===== src/rtl/c7458_bist.sv =====
// Built-in self-test sequencer for the c7458 dual AND-OR block: sweeps all 1024 input vectors and
// checks p1y/p2y. Optional macro C7458_BIST_STOP_ON_ERR_EN ends the run at the first mismatch.
module c7458_bist #(
  parameter int unsigned SETTLE_CYCLES = 1,
  parameter int unsigned ERR_CNT_W     = 11
) (
  input  logic                 clk,
  input  logic                 rst_n,
  input  logic                 start,
  output logic [9:0]           stim,
  input  logic                 rsp_p1y,
  input  logic                 rsp_p2y,
  output logic                 busy,
  output logic                 done,
  output logic                 pass,
  output logic [ERR_CNT_W-1:0] err_count,
  output logic                 first_err_valid,
  output logic [9:0]           first_err_vec
);

  typedef enum logic [1:0] {StIdle, StSettle, StCheck, StDone} state_e;

  localparam logic [3:0] SettleLast = 4'(SETTLE_CYCLES - 1);
  localparam logic [9:0] VecLast    = 10'd1023;

  state_e               state_q, state_d;
  logic [9:0]           vec_q, vec_d;
  logic [9:0]           stim_q, stim_d;
  logic [3:0]           settle_cnt_q, settle_cnt_d;
  logic [ERR_CNT_W-1:0] err_count_q, err_count_d;
  logic                 first_err_valid_q, first_err_valid_d;
  logic [9:0]           first_err_vec_q, first_err_vec_d;

  logic exp1, exp2, mismatch;

  assign exp1     = (vec_q[0] & vec_q[1] & vec_q[2]) | (vec_q[3] & vec_q[4] & vec_q[5]);
  assign exp2     = (vec_q[6] & vec_q[7]) | (vec_q[8] & vec_q[9]);
  assign mismatch = (rsp_p1y != exp1) || (rsp_p2y != exp2);

  always_comb begin
    state_d           = state_q;
    vec_d             = vec_q;
    stim_d            = stim_q;
    settle_cnt_d      = settle_cnt_q;
    err_count_d       = err_count_q;
    first_err_valid_d = first_err_valid_q;
    first_err_vec_d   = first_err_vec_q;

    unique case (state_q)
      StIdle, StDone: begin
        if (start) begin
          vec_d             = '0;
          stim_d            = '0;
          settle_cnt_d      = '0;
          err_count_d       = '0;
          first_err_valid_d = 1'b0;
          first_err_vec_d   = '0;
          state_d           = StSettle;
        end
      end
      StSettle: begin
        if (settle_cnt_q == SettleLast) begin
          state_d = StCheck;
        end else begin
          settle_cnt_d = settle_cnt_q + 4'd1;
        end
      end
      StCheck: begin
        if (mismatch) begin
          // Saturate rather than wrap so a narrow counter never reads as a pass.
          if (err_count_q != {ERR_CNT_W{1'b1}}) begin
            err_count_d = err_count_q + 1'b1;
          end
          if (!first_err_valid_q) begin
            first_err_valid_d = 1'b1;
            first_err_vec_d   = vec_q;
          end
        end
`ifdef C7458_BIST_STOP_ON_ERR_EN
        if (mismatch || (vec_q == VecLast)) begin
`else
        if (vec_q == VecLast) begin
`endif
          stim_d  = '0;
          state_d = StDone;
        end else begin
          vec_d        = vec_q + 10'd1;
          stim_d       = vec_q + 10'd1;
          settle_cnt_d = '0;
          state_d      = StSettle;
        end
      end
      default: state_d = StIdle;
    endcase
  end

  always_ff @(posedge clk or negedge rst_n) begin
    if (!rst_n) begin
      state_q           <= StIdle;
      vec_q             <= '0;
      stim_q            <= '0;
      settle_cnt_q      <= '0;
      err_count_q       <= '0;
      first_err_valid_q <= 1'b0;
      first_err_vec_q   <= '0;
    end else begin
      state_q           <= state_d;
      vec_q             <= vec_d;
      stim_q            <= stim_d;
      settle_cnt_q      <= settle_cnt_d;
      err_count_q       <= err_count_d;
      first_err_valid_q <= first_err_valid_d;
      first_err_vec_q   <= first_err_vec_d;
    end
  end

  assign stim            = stim_q;
  assign busy            = (state_q == StSettle) || (state_q == StCheck);
  assign done            = (state_q == StDone);
  assign pass            = (state_q == StDone) && (err_count_q == '0);
  assign err_count       = err_count_q;
  assign first_err_valid = first_err_valid_q;
  assign first_err_vec   = first_err_vec_q;

endmodule


===== config.mk =====
export PLATFORM = sky130hd
export DESIGN_NAME = c7458_bist
export DESIGN_NICKNAME = d
export VERILOG_FILES = /design/src/rtl/c7458_bist.sv
export SDC_FILE = /design/constraint.sdc
export NUM_CORES = 1
export LEC_CHECK = 0
export ABC_AREA = 1
export BUFFER_PORTS_ARGS = -buffer_cell sky130_fd_sc_hd__buf_2
export CAP_MARGIN = 20
export CORE_MARGIN = 10
export CORE_UTILIZATION = 30
export DETAILED_ROUTE_END_ITERATION = 6
export HOLD_SLACK_MARGIN = 0.12
export PLACE_DENSITY = 0.47
export SLEW_MARGIN = 40
export SYNTH_ARGS = -nofsm -noshare
export SYNTH_HDL_FRONTEND = slang
export SYNTH_SLANG_ARGS = --single-unit

===== constraint.sdc =====
create_clock -name clk -period 2.6 [get_ports clk]
set_input_delay 0.39 -clock clk [delete_from_list [all_inputs] [get_ports clk]]
set_output_delay 0.39 -clock clk [all_outputs]
set_load 0.01 [all_outputs]

==> impl_summary.md, run 1 <==
Final layout
After the flow finishes, the layout carries non-filler instances totaling 504. The post-synthesis to final-layout area growth is 16.54%. Of the cells placed in the final design, the portion with a size suffix greater than 1 is 17.68%. The number of inserted diodes is 0. The net count reported at finish is 410.

Worst setup path
The worst setup path is captured at a flop. The worst register-to-register path begins at state_q[0]. Along the worst path, the maximum fanout reaches 25. Following the worst setup path forward leads to its endpoint at first_err_vec[0]. The count of cells along the worst register-to-register path is 9.

The end of the worst register-to-register path is first_err_vec[0]. The data required time at the worst endpoint is 2.81 ns. The critical path starts at state_q[0]. By startpoint and endpoint, the worst setup path is classified as reg -> reg.

The startpoint type of the worst setup path is a flop. The arrival time reported for the critical path endpoint is 2.18 ns. In this run the register-to-register setup slack is 0.63 ns.

Timing
The setup TNS after final layout is 0 ns. The shortest period the worst path allows is 1.975 ns. Setup repair after global routing left no endpoint under its margin. In this run the tightest slew margin relative to its limit is 59.40%. Across the routed clock network, the largest skew measured is 0.01266 ns. In the finished design, the share of the clock period the worst path needs comes to 75.96%. The highest clock frequency the design can meet is 0.5063 GHz. The max-slew violation total from the final report came to 0. The hold violation total from the final report is 0. Setup violations remaining at the end of the flow were counted as 0. For the pin with the worst max-slew slack, the measured transition is 0.6090 ns.

Clock network
The CTS buffer count is 5. Once the clock tree was built, the resizer swapped 0 gates to a different size. The cts-stage hold buffer count is 1. The H-tree was split into 2 levels. The clock passes through at most 2 buffers. Post-CTS timing repair inserted 0 buffers for setup. At the later pin of the worst-skew pair, clock insertion delay measures 0.31 ns.

The clock slew seen by the registers of the worst setup and hold paths is 0.10 ns. The number of sinks on the clock net is 48. CTS placed an instance of clkbuf_8 at the clock tree root. TritonCTS built the clock tree.

Yosys
Counting flops with an async set or reset pin after synthesis yields a share of 100.0%. The portion of the post-synthesis area used by sequential elements is 44.24%. The most frequent cell after synthesis is nand2_1. In the synthesized netlist the dominant register cell turns out to be dfrtp_1.

The number of nets in the synthesized netlist is 368. For this run, the number of Yosys warnings is 0. The cell count after synthesis came out at 353. The distinct cell type count of the synthesized netlist is 29.

The commonest cells after synthesis are nand2_1 (119), dfrtp_1 (48), inv_1 (44). In this run the mean area of a mapped cell was 7.692 µm². In this run, synthesis produced a sequential element count of 48. After synthesis, the cell types taking the most area are dfrtp_1 (44%), nand2_1 (16%), inv_1 (6.1%), nand4_1 (4.8%), ha_1 (4.6%).

The area of the mapped netlist is 2715 µm². The synthesized design devotes to its leading area cell type 44.24% of total area. Yosys mapped a number of flops with a built-in enable equal to 0. The largest total area in the synthesized netlist belongs to dfrtp_1.

Power
The total power density per cell area is 793.0 nW/µm². Summed over all cells, the static leakage comes to 0.001801 µW. The peak supply drop is 0.4732 mV.

Placement
The last weighted congestion value of the routability-driven placer is 0.7600. The total placed cells including tap cells is 495. Buffers placed on the I/O ports in this run total 39. After legalization and detailed placement, the total HPWL measured 4880 µm.

Drt
In this run the remaining antenna-violating nets after routing total 0. In the routed layout, each cell is associated on average with a via count of 4.631. The DRC violation total after the first TritonRoute iteration is 189.

The routed length per instance is 13.12 µm. The routed design has 6611 µm of wire. The first TritonRoute pass finished after 4 iterations.

The DRC violations left is 0. The total via count after detailed routing is 2,334.

GRT
The total routing usage reported by global routing is 10.17%. For this run the aggregate overflow at the end of global routing stands at 0. The first-pass GRT wire length is 11,120 µm. The number of global-route vias before repair came to 2,265. The pin count of the biggest net entering global routing is 26. The number of antenna violations at the first check in global routing is 0.

Run status
The run finished with clean final reports.

Die
For this configuration, the core starts out at a cell density of 30.98%. In this run the count of I/O pins placed on the die edge is 40. The placeable core region is 8763 µm².

The area of the die is 13,260 µm². The height of the die is 115.1 µm. The die is 115.1 µm wide. The floorplan has 34 rows.

Min path
The path class of the tightest hold or removal check is reg -> reg.

Job
Across the run, the number of max-cap violations was 0.
report_power, final:
part	switching, µW	internal, µW	total (µW)
Combinational	693	297	990
Clock	275	315	590
Sequential	99.5	830	930
final cells by class:
type	count	area, µm²
fill	925	5599
inverter	48	180.2
sequential	48	1201
clock buffer	6	82.58
timing repair buffer	43	240.2
clock inverter	2	38.79
multi-input combinational	249	1286
tap	108	135.1
worst min path at each step:
| stage | start | endpoint | slack [ns] | cells after the start |
|---|---|---|---|---|
| 2_1_floorplan | rst_n | err_count[0] | 0.09 | 0 |
| 3_3_place_gp | rst_n | err_count[4] | 0.44 | 1 |
| 3_5_place_dp | rst_n | err_count[4] | 0.44 | 1 |
| 4_1_cts | first_err_vec[6] | first_err_vec[6] | 0.49 | 2 |
| 5_1_grt | first_err_vec[6] | first_err_vec[6] | 0.50 | 2 |
| 6_report | first_err_vec[6] | first_err_vec[6] | 0.48 | 2 |
layout by cell type (no fill, tap or decap), drive strengths merged:
| cell type | synthesis | layout |
|---|---|---|
| nand3 | 26 | 26 |
| nand3b | 1 | 1 |
| o21ai | 24 | 24 |
| nand2 | 121 | 121 |
| nor3b | 1 | 1 |
| clkinv | 0 | 1 |
| nand4 | 22 | 22 |
| xnor2 | 2 | 2 |
| nor2 | 28 | 28 |
| xor2 | 3 | 3 |
| dlygate4sd3 | 0 | 1 |
| a21boi | 1 | 1 |
| ha | 10 | 10 |
| inv | 48 | 48 |
| buf | 7 | 42 |
| a21oi | 9 | 9 |
| bufinv | 0 | 1 |
| nor4 | 1 | 1 |
| clkbuf | 1 | 6 |
| dfrtp | 48 | 48 |
metrics by stage:
stage               worst slack, ns  area, µm²  total power [µW]  utilization, %  hold WS [ns]
floorplan                    0.9056       2715              1659               -       0.09441
global placement             0.6858       3033              1948           34.61        0.4366
detailed placement           0.6176       3033              1952           34.61        0.4351
CTS                          0.6045       3164              2563           36.11        0.4866
global route                 0.4213       3164              2724           36.11        0.4991
finish                       0.6250       3164              2509           36.11        0.4775
layer usage:
metal	global-route usage [%]	vias up	share of wire, %
met5	0	-	0
met2	15.39	33	45
met1	14.00	1086	50
li1	-	1209	-
met4	3.218	0	1.3
met3	2.344	6	4.2
state kept, by name (all words and copies together), names as in the netlist:
register / count
err_count: 11
first_err_vec: 10
stim: 10
vec_q: 10
settle_cnt_q: 4
state_q: 2
first_err_valid: 1
kinds of logic (layout without fill, tap and decap cells):
group | after synthesis | after routing | synth area share (%)
simple gates | 200 | 200 | 34.38
xor+xnor | 5 | 5 | 1.613
flops | 48 | 48 | 44.24
fa+ha+maj | 10 | 10 | 4.608
buf+inv | 56 | 99 | 8.387
compound gates | 34 | 34 | 6.775
worst max-delay path: stages, from the launching register on:
cell	delay, ns
dfrtp_1	0.42
inv_1	0.06
ha_1	0.28
inv_1	0.16
nor2_2	0.10
a21oi_4	0.13
buf_4	0.29
nand3_2	0.26
nand2_1	0.12
nand2_1	0.05
Note: power is estimated with default switching activity, not from simulation.
==> run 2: changes to the inputs <==
==> constraint.sdc (replaced) <==
create_clock -name clk -period 2 [get_ports clk]
set_input_delay 0.3 -clock clk [delete_from_list [all_inputs] [get_ports clk]]
set_output_delay 0.3 -clock clk [all_outputs]
set_load 0.01 [all_outputs]
==> run 2 against run 1 <==
Non-clock buffer count increased by 3. Setup slack got worse by 0.44 ns. Final cell count increased by 0.60%. Clock skew decreased by 0.0071 ns. Clock power increased by 9.5%. Hold slack about the same.
==> impl_summary.md, run 2 (synthesis gave the netlist of run 1 again) <==
Run status
The flow ran to the end, and the final reports show no timing, DRC or antenna violations.

Drt
The DRC violations left is 0. The detail route stage leaves a number of antenna-violating nets equal to 0. The routed layout has 2,278 vias. In the routed layout, each cell is associated on average with a via count of 4.493.

The first routing iteration left 111 violations. The routed length per instance is 12.97 µm. For this run, the detailed router's first-pass iteration total came to 6. The final layout contains routed wiring with a total length of 6574 µm.

Job
Across the run, the number of max-cap violations was 0.

Final layout
The layout filler cell count is 961. The library cell used most frequently in the layout, excluding fill and tap cells, is nand2_1. Cells with a size suffix above 1 make up 18.30% of the layout.

The post-synthesis to final-layout area growth is 16.45%. The number of inserted diodes is 0. The register with the most flip-flops in the layout has 11 of them. The final cell utilization of the core is 36.08%.

In the layout the commonest cells are nand2_1 (119), dfrtp_1 (48), inv_1 (44). In the final design database the tool counted 413 nets.

Timing
The worst path in the final design needs a cycle of 1.815 ns, including I/O delays and setup. The setup TNS after final layout is 0 ns. The final clock skew is 0.005524 ns. The hold violation total from the final report was 0. After layout, the worst setup slack is 0.1853 ns. Setup repair after global routing left no endpoint under its margin. For the pin with the worst max-slew slack, the measured transition is 0.6290 ns. Derived from the worst setup path, the maximum achievable clock frequency is 0.5511 GHz. The max-slew violation total from the final report is 0. The final critical-path share of the clock period is 90.73%. Setup violations remaining at the end of the flow were counted as 0.

Measured against its own limit, the worst slew margin works out to 58.06%.

Clock network
The buffer cell driving the clock tree root is clkbuf_8. Buffers added to address setup during post-CTS repair amount to 0. The total of cells resized after clock tree synthesis is 0. The later pin in the worst-skew pair is clocked with a latency of 0.31 ns.

The number of sinks on the clock net is 48. Clock-pin slew was measured on the worst setup and hold paths at 0.10 ns. The CTS buffer count is 5. The number of H-tree levels is 2. Counting along the longest clock path gives a buffer depth of 2.

TritonCTS built the clock tree. The cts-stage hold buffer count is 1.

Power
The leakage power of the design is 0.001805 µW. Power spread over the standard cell area amounts to 1012 nW/µm². Across the VDD grid, the largest voltage drop is 0.3996 mV.

Die
In this run the standard cell core region covers 8763 µm². During I/O placement, the number of pins put on the boundary was 40. The area of the die is 13,260 µm².

The starting density of the core is 30.98%. The number of rows in the core area is 34. The floorplan step set the die height to 115.1 µm. The width of the die is 115.1 µm.

GRT
The final global-route overflow total is 0. Entering global routing, the biggest net connects 49 pins. The first global-routing pass estimated 11,710 µm of wire. The number of antenna violations at the first check in global routing is 0. The total routing usage reported by global routing is 10.63%.

The number of global-route vias before repair came to 2,340.

Placement
The HPWL after detailed placement is 4839 µm. At the end of routability-driven placement, the weighted congestion stood at 0.8003. Timing analysis after detailed placement gives a worst setup slack of 0.1940 ns.

During placement, the flow inserted port buffers numbering 39.

Min path
The tightest min-delay check is of the reg -> reg type.

Worst setup path
The largest driver fanout on the critical path is 15. The setup check on the worst reg-to-reg path leaves a slack of 0.19 ns. The classification of the worst setup path is reg -> reg. Data on the critical path is required at its endpoint by 2.20 ns.

STA classifies the critical path endpoint as a flop. The startpoint type of the worst setup path is a flop. The arrival time reported for the critical path endpoint is 2.01 ns.
[run 2: report_power, final]
group	internal, µW	switching (µW)	leakage (µW)
sequential	1080	112	0.000661
clock	284	362	0.0000516
combinational	443	919	0.00109
total	1810	1390	0.00180
[run 2: per-stage QoR]
stage / instances / hold slack, ns / total power (µW) / instance area (µm²)
floorplan: 353 / 0.004409 / 2157 / 2715
global placement: 498 / 0.4528 / 2598 / 3055
detailed placement: 498 / 0.4522 / 2602 / 3055
CTS: 507 / 0.4814 / 3273 / 3162
global route: 507 / 0.5054 / 3507 / 3162
finish: 507 / 0.4780 / 3198 / 3162
[run 2: area by class of cell]
| cell class | count | area, µm² | share of cell area, % |
|---|---|---|---|
| Multi-Input combinational cell | 249 | 1286 | 40.68 |
| Sequential cell | 48 | 1201 | 37.99 |
| Inverter | 48 | 180.2 | 5.698 |
| Timing Repair Buffer | 46 | 262.8 | 8.310 |
| Tap cell | 108 | 135.1 | 4.274 |
| Clock buffer | 6 | 82.58 | 2.612 |
| Clock inverter | 2 | 13.76 | 0.4353 |
[run 2: critical path, cell delays in order, from the launching register on]
cell and delay, ns:
dfrtp_1 0.41, ha_1 0.27, inv_1 0.16, nor2_2 0.09, a21oi_4 0.13, buf_4 0.24, buf_4 0.20, nand2_1 0.07
nand2_1 0.06, o21ai_0 0.07
[run 2: metal layers]
layer	GRT usage, %	vias to the layer above	routed length, µm
li1	-	1222	-
met1	14.09	1020	3254
met2	16.33	30	2905
met3	2.760	6	321
met4	3.713	0	93
met5	0	-	0
[run 2: worst paths after layout]
kind                             startpoint                to  cells past startpoint
setup reg to reg                 state_q[1]   first_err_valid                      9
max in group asynchronous             rst_n        state_q[1]                      3
hold reg to reg            first_err_vec[0]  first_err_vec[0]                      2
hold / removal             first_err_vec[0]  first_err_vec[0]                      2
setup / recovery                 state_q[1]   first_err_valid                      9
min in group asynchronous             rst_n      err_count[3]                      3
==> run 3: changes to the inputs <==
--- a/config.mk
+++ b/config.mk
@@ -5,7 +5,6 @@
 export SDC_FILE = /design/constraint.sdc
 export NUM_CORES = 1
 export LEC_CHECK = 0
-export ABC_AREA = 1
 export BUFFER_PORTS_ARGS = -buffer_cell sky130_fd_sc_hd__buf_2
 export CAP_MARGIN = 20
 export CORE_MARGIN = 10
==> run 3 against run 2 <==
Synthesized cell count shrank 19%. First-iteration DRC count shrank 31%. Total power grew 2.1%. Clock power grew 15%. Area after synthesis shrank 0.92%. Sequential power is essentially flat. Clock skew grew 0.0017 ns. Hold slack lost 0.024 ns.
==> impl_summary.md, run 3 <==
Clock network
The H-tree was split into 2 levels. The clock latency on the worst-skew pair is 0.31 ns. The largest buffer count on any clock path is 2. TritonCTS built the clock tree. Clock-pin slew was measured on the worst setup and hold paths at 0.10 ns. The CTS buffer count is 5. The tree is rooted in a clkbuf_8.

The clock net in this run drives a total of 48 sinks.

Worst setup path
Traced cell by cell, the critical path runs through buf_4, ha_4, nor4b_4, nand2_1, nor4b_2, buf_2. The count of cells along the worst register-to-register path is 6. The data required time at the worst endpoint is 1.70 ns. The worst setup path is of the reg -> out kind. The end of the worst register-to-register path is settle_cnt_q[3].

STA classifies the critical path startpoint as a flop. STA classifies the critical path endpoint as an output pin. Of all nets on the critical path, the largest fanout is 4. The largest incremental delay on the critical path is 0.36 ns. The slowest stage of the critical path is the dfrtp_1 cell.

The setup slack of the most critical reg-to-reg path is 0.12 ns. The arrival time reported for the critical path endpoint is 1.58 ns. The startpoint identified for the worst register-to-register timing path is vec_q[1].

Timing
The max-slew violation total from the final report is 0. The final clock skew is 0.007190 ns. For the pin with the worst max-slew slack, the measured transition is 0.4951 ns. The hold violation total from the final report came to 0.

The setup TNS after final layout is 0 ns. The clock period could shrink to 1.878 ns. The final critical-path share of the clock period is 93.90%. Measured against its own limit, the worst slew margin works out to 66.99%. Setup repair after global routing could not meet its margin everywhere. The highest clock frequency the design can meet is 0.5325 GHz.

Setup violations remaining at the end of the flow were counted as 0.

Die
The die covers 13,150 µm². The region available for standard cell placement spans 8721 µm². After floorplanning, the core was divided into 34 placement rows. The starting density of the core is 30.85%. In this run the horizontal extent of the chip is 114.7 µm. The count of boundary I/O pins is 40.

The die is 114.7 µm tall.

Drt
After the first detailed-routing iteration, the DRC count stood at 77. The first TritonRoute pass finished after 4 iterations. After detailed routing, the number of vias per cell comes to 4.868. For this run, design rule violations remaining after detail routing come to 0. The routed length per instance is 15.09 µm. Once detail routing completed, the nets flagged for antenna violations numbered 0. The final routed wirelength across all metal layers is 6852 µm. For this block, the via count after detailed routing is 2,210.

Yosys
Yosys printed 0 warnings. The cell type with the largest total area after synthesis is dfrtp_1. After synthesis, the cell types taking the most area are dfrtp_1 (45%), nand2_1 (6.4%), o21ai_0 (6.1%), ha_1 (4.7%), mux2i_1 (4.5%). The synthesized design devotes to its leading area cell type 44.65% of total area. The distinct cell type count of the synthesized netlist is 47. In the synthesized netlist the async set-or-reset flop fraction comes to 100.0%.

The number of flops mapped to enable cells by yosys is 0. The mean instance size in the synthesized netlist is 9.406 µm². The portion of the post-synthesis area used by sequential elements is 44.65%.

By count the netlist is led by dfrtp_1 (48), nand2_1 (46), o21ai_0 (33). The area of the mapped netlist is 2690 µm². Counting every instance in the synthesized netlist gives 286.

The post-synth net total is 301. The most used flip-flop cell after synthesis is dfrtp_1. By instance count, the leading cell after synthesis is dfrtp_1.

The flip-flop and latch count after synthesis is 48.

Min path
The startpoint identified for the worst hold timing path is rsp_p1y. The path class of the tightest hold or removal check is in -> reg. The path with the worst hold slack has its endpoint at first_err_valid. Counting instances, the worst hold path has a depth of 4.

Final layout
In the layout the commonest cells are dfrtp_1 (48), nand2_1 (46), buf_2 (39). The layout cell share with drive strength beyond 1 is 26.59%. From synthesis to final layout, the design area changed by 23.67%.

The most common library cell in the layout ignoring fill and taps is dfrtp_1. The final layout contains 360 nets. With fillers left out, the area of the finished cells amounts to 3327 µm². The number of inserted diodes is 0. Counting the fill cells in the layout gives 906. The register with the most flip-flops in the layout has 11 of them.

GRT
The number of antenna violations at the first check in global routing is 0. Global routing used 10.60% of the available tracks. The final global-route overflow total is 0. The first-pass GRT wire length is 11,310 µm. Entering global routing, the biggest net connects 31 pins. The number of global-route vias before repair is 2,238.

Power
Summing internal, switching and leakage power gives 3264 µW. VDD sags by at most 0.3240 mV. The analysis attributes to cell leakage a power of 0.001655 µW. The total power density per cell area is 981.2 nW/µm².

Placement
Detailed placement finished with a half-perimeter wire length of 5072 µm. Buffers placed on the I/O ports in this run total 39. At the end of routability-driven placement, the weighted congestion stood at 0.7969. In this run the cell area measured after placement is 3138 µm².

Job
The max capacitance violation total is 0.

Run status
The run finished with clean final reports.
run 3: cell count changes in the layout (fill, tap and decap cells not counted), moves of 12 or more:
cell     change
buf_4       +21
inv_1       -26
mux2i_1     +12
nand2_1     -73
nand4_1     -17
o21ai_0     +13
run 3: layer usage:
| layer | up-vias | wire length (µm) | global-route usage, % |
|---|---|---|---|
| met2 | 48 | 3097 | 16.61 |
| li1 | 1107 | - | - |
| met1 | 1049 | 3357 | 13.95 |
| met5 | - | 0 | 0 |
| met3 | 6 | 297 | 2.411 |
| met4 | 0 | 99 | 3.713 |
run 3: how the worst max path moves through the flow:
stage	startpoint	end	slack, ns	depth (start not counted)
2_1_floorplan	err_count[0]	err_count[5]	0.08	8
3_3_place_gp	vec_q[1]	err_count[5]	0.08	6
3_5_place_dp	vec_q[1]	err_count[5]	0.07	6
4_1_cts	state_q[0]	pass	0.0008	6
5_1_grt	vec_q[1]	settle_cnt_q[3]	-0.0006	6
6_report	state_q[0]	pass	0.12	6
run 3: cells by family (layout without fill, tap and decap cells):
group                    Yosys count  in the layout  share of synthesized area, %
adder cells (fa/ha/maj)           10             10                         4.651
buffers and inverters             36             96                         6.744
flip-flops                        48             48                         44.65
AND/OR/NAND/NOR                  113            113                         21.12
multiplexers                      13             13                         5.023
AO/OA/AOI/OAI                     57             57                         14.61
XOR/XNOR                           9              9                         3.210
run 3: metrics by stage:
stage / setup slack, ns / cells / hold slack (ns) / util [%]
3_3_place_gp: 0.08044 / 443 / 0.2959 / 35.98
4_1_cts: 0.0007616 / 452 / 0.4548 / 37.53
5_1_grt: -0.0005536 / 454 / 0.5154 / 38.15
2_1_floorplan: 0.07968 / 286 / 0.004409 / -
3_5_place_dp: 0.07035 / 443 / 0.3033 / 35.98
6_report: 0.1221 / 454 / 0.4544 / 38.15
run 3: timing repair:
action,CTS,global route
pin swaps,0,3
cloned,0,0
setup endpoints to repair,1,23
hold buffers,1,0
endpoints found under the hold margin,18,0
gates resized for setup,2,8
setup buffers,0,2
run 3: power breakdown:
part           switching, µW  internal, µW
logic                    776           580
registers               83.6          1080
clock network            367           377
total                   1230          2040
run 3: critical path: cells and delay by family, from the launching register on:
kind / cells / cell delay, ns
adder cells (fa/ha/maj): 1 / 0.14
buffers and inverters: 2 / 0.31
AND/OR/NAND/NOR: 3 / 0.47
flip-flops: 1 / 0.36
run 3: cell type report:
cell class / instances / area, µm² / share of cell area [%]
clock buffer: 5 / 68.82 / 2.068
clock inverter: 3 / 47.55 / 1.429
inverter: 19 / 71.32 / 2.144
multi-input combinational: 202 / 1351 / 40.62
sequential: 48 / 1201 / 36.10
tap: 108 / 135.1 / 4.062
timing repair buffer: 69 / 451.7 / 13.58
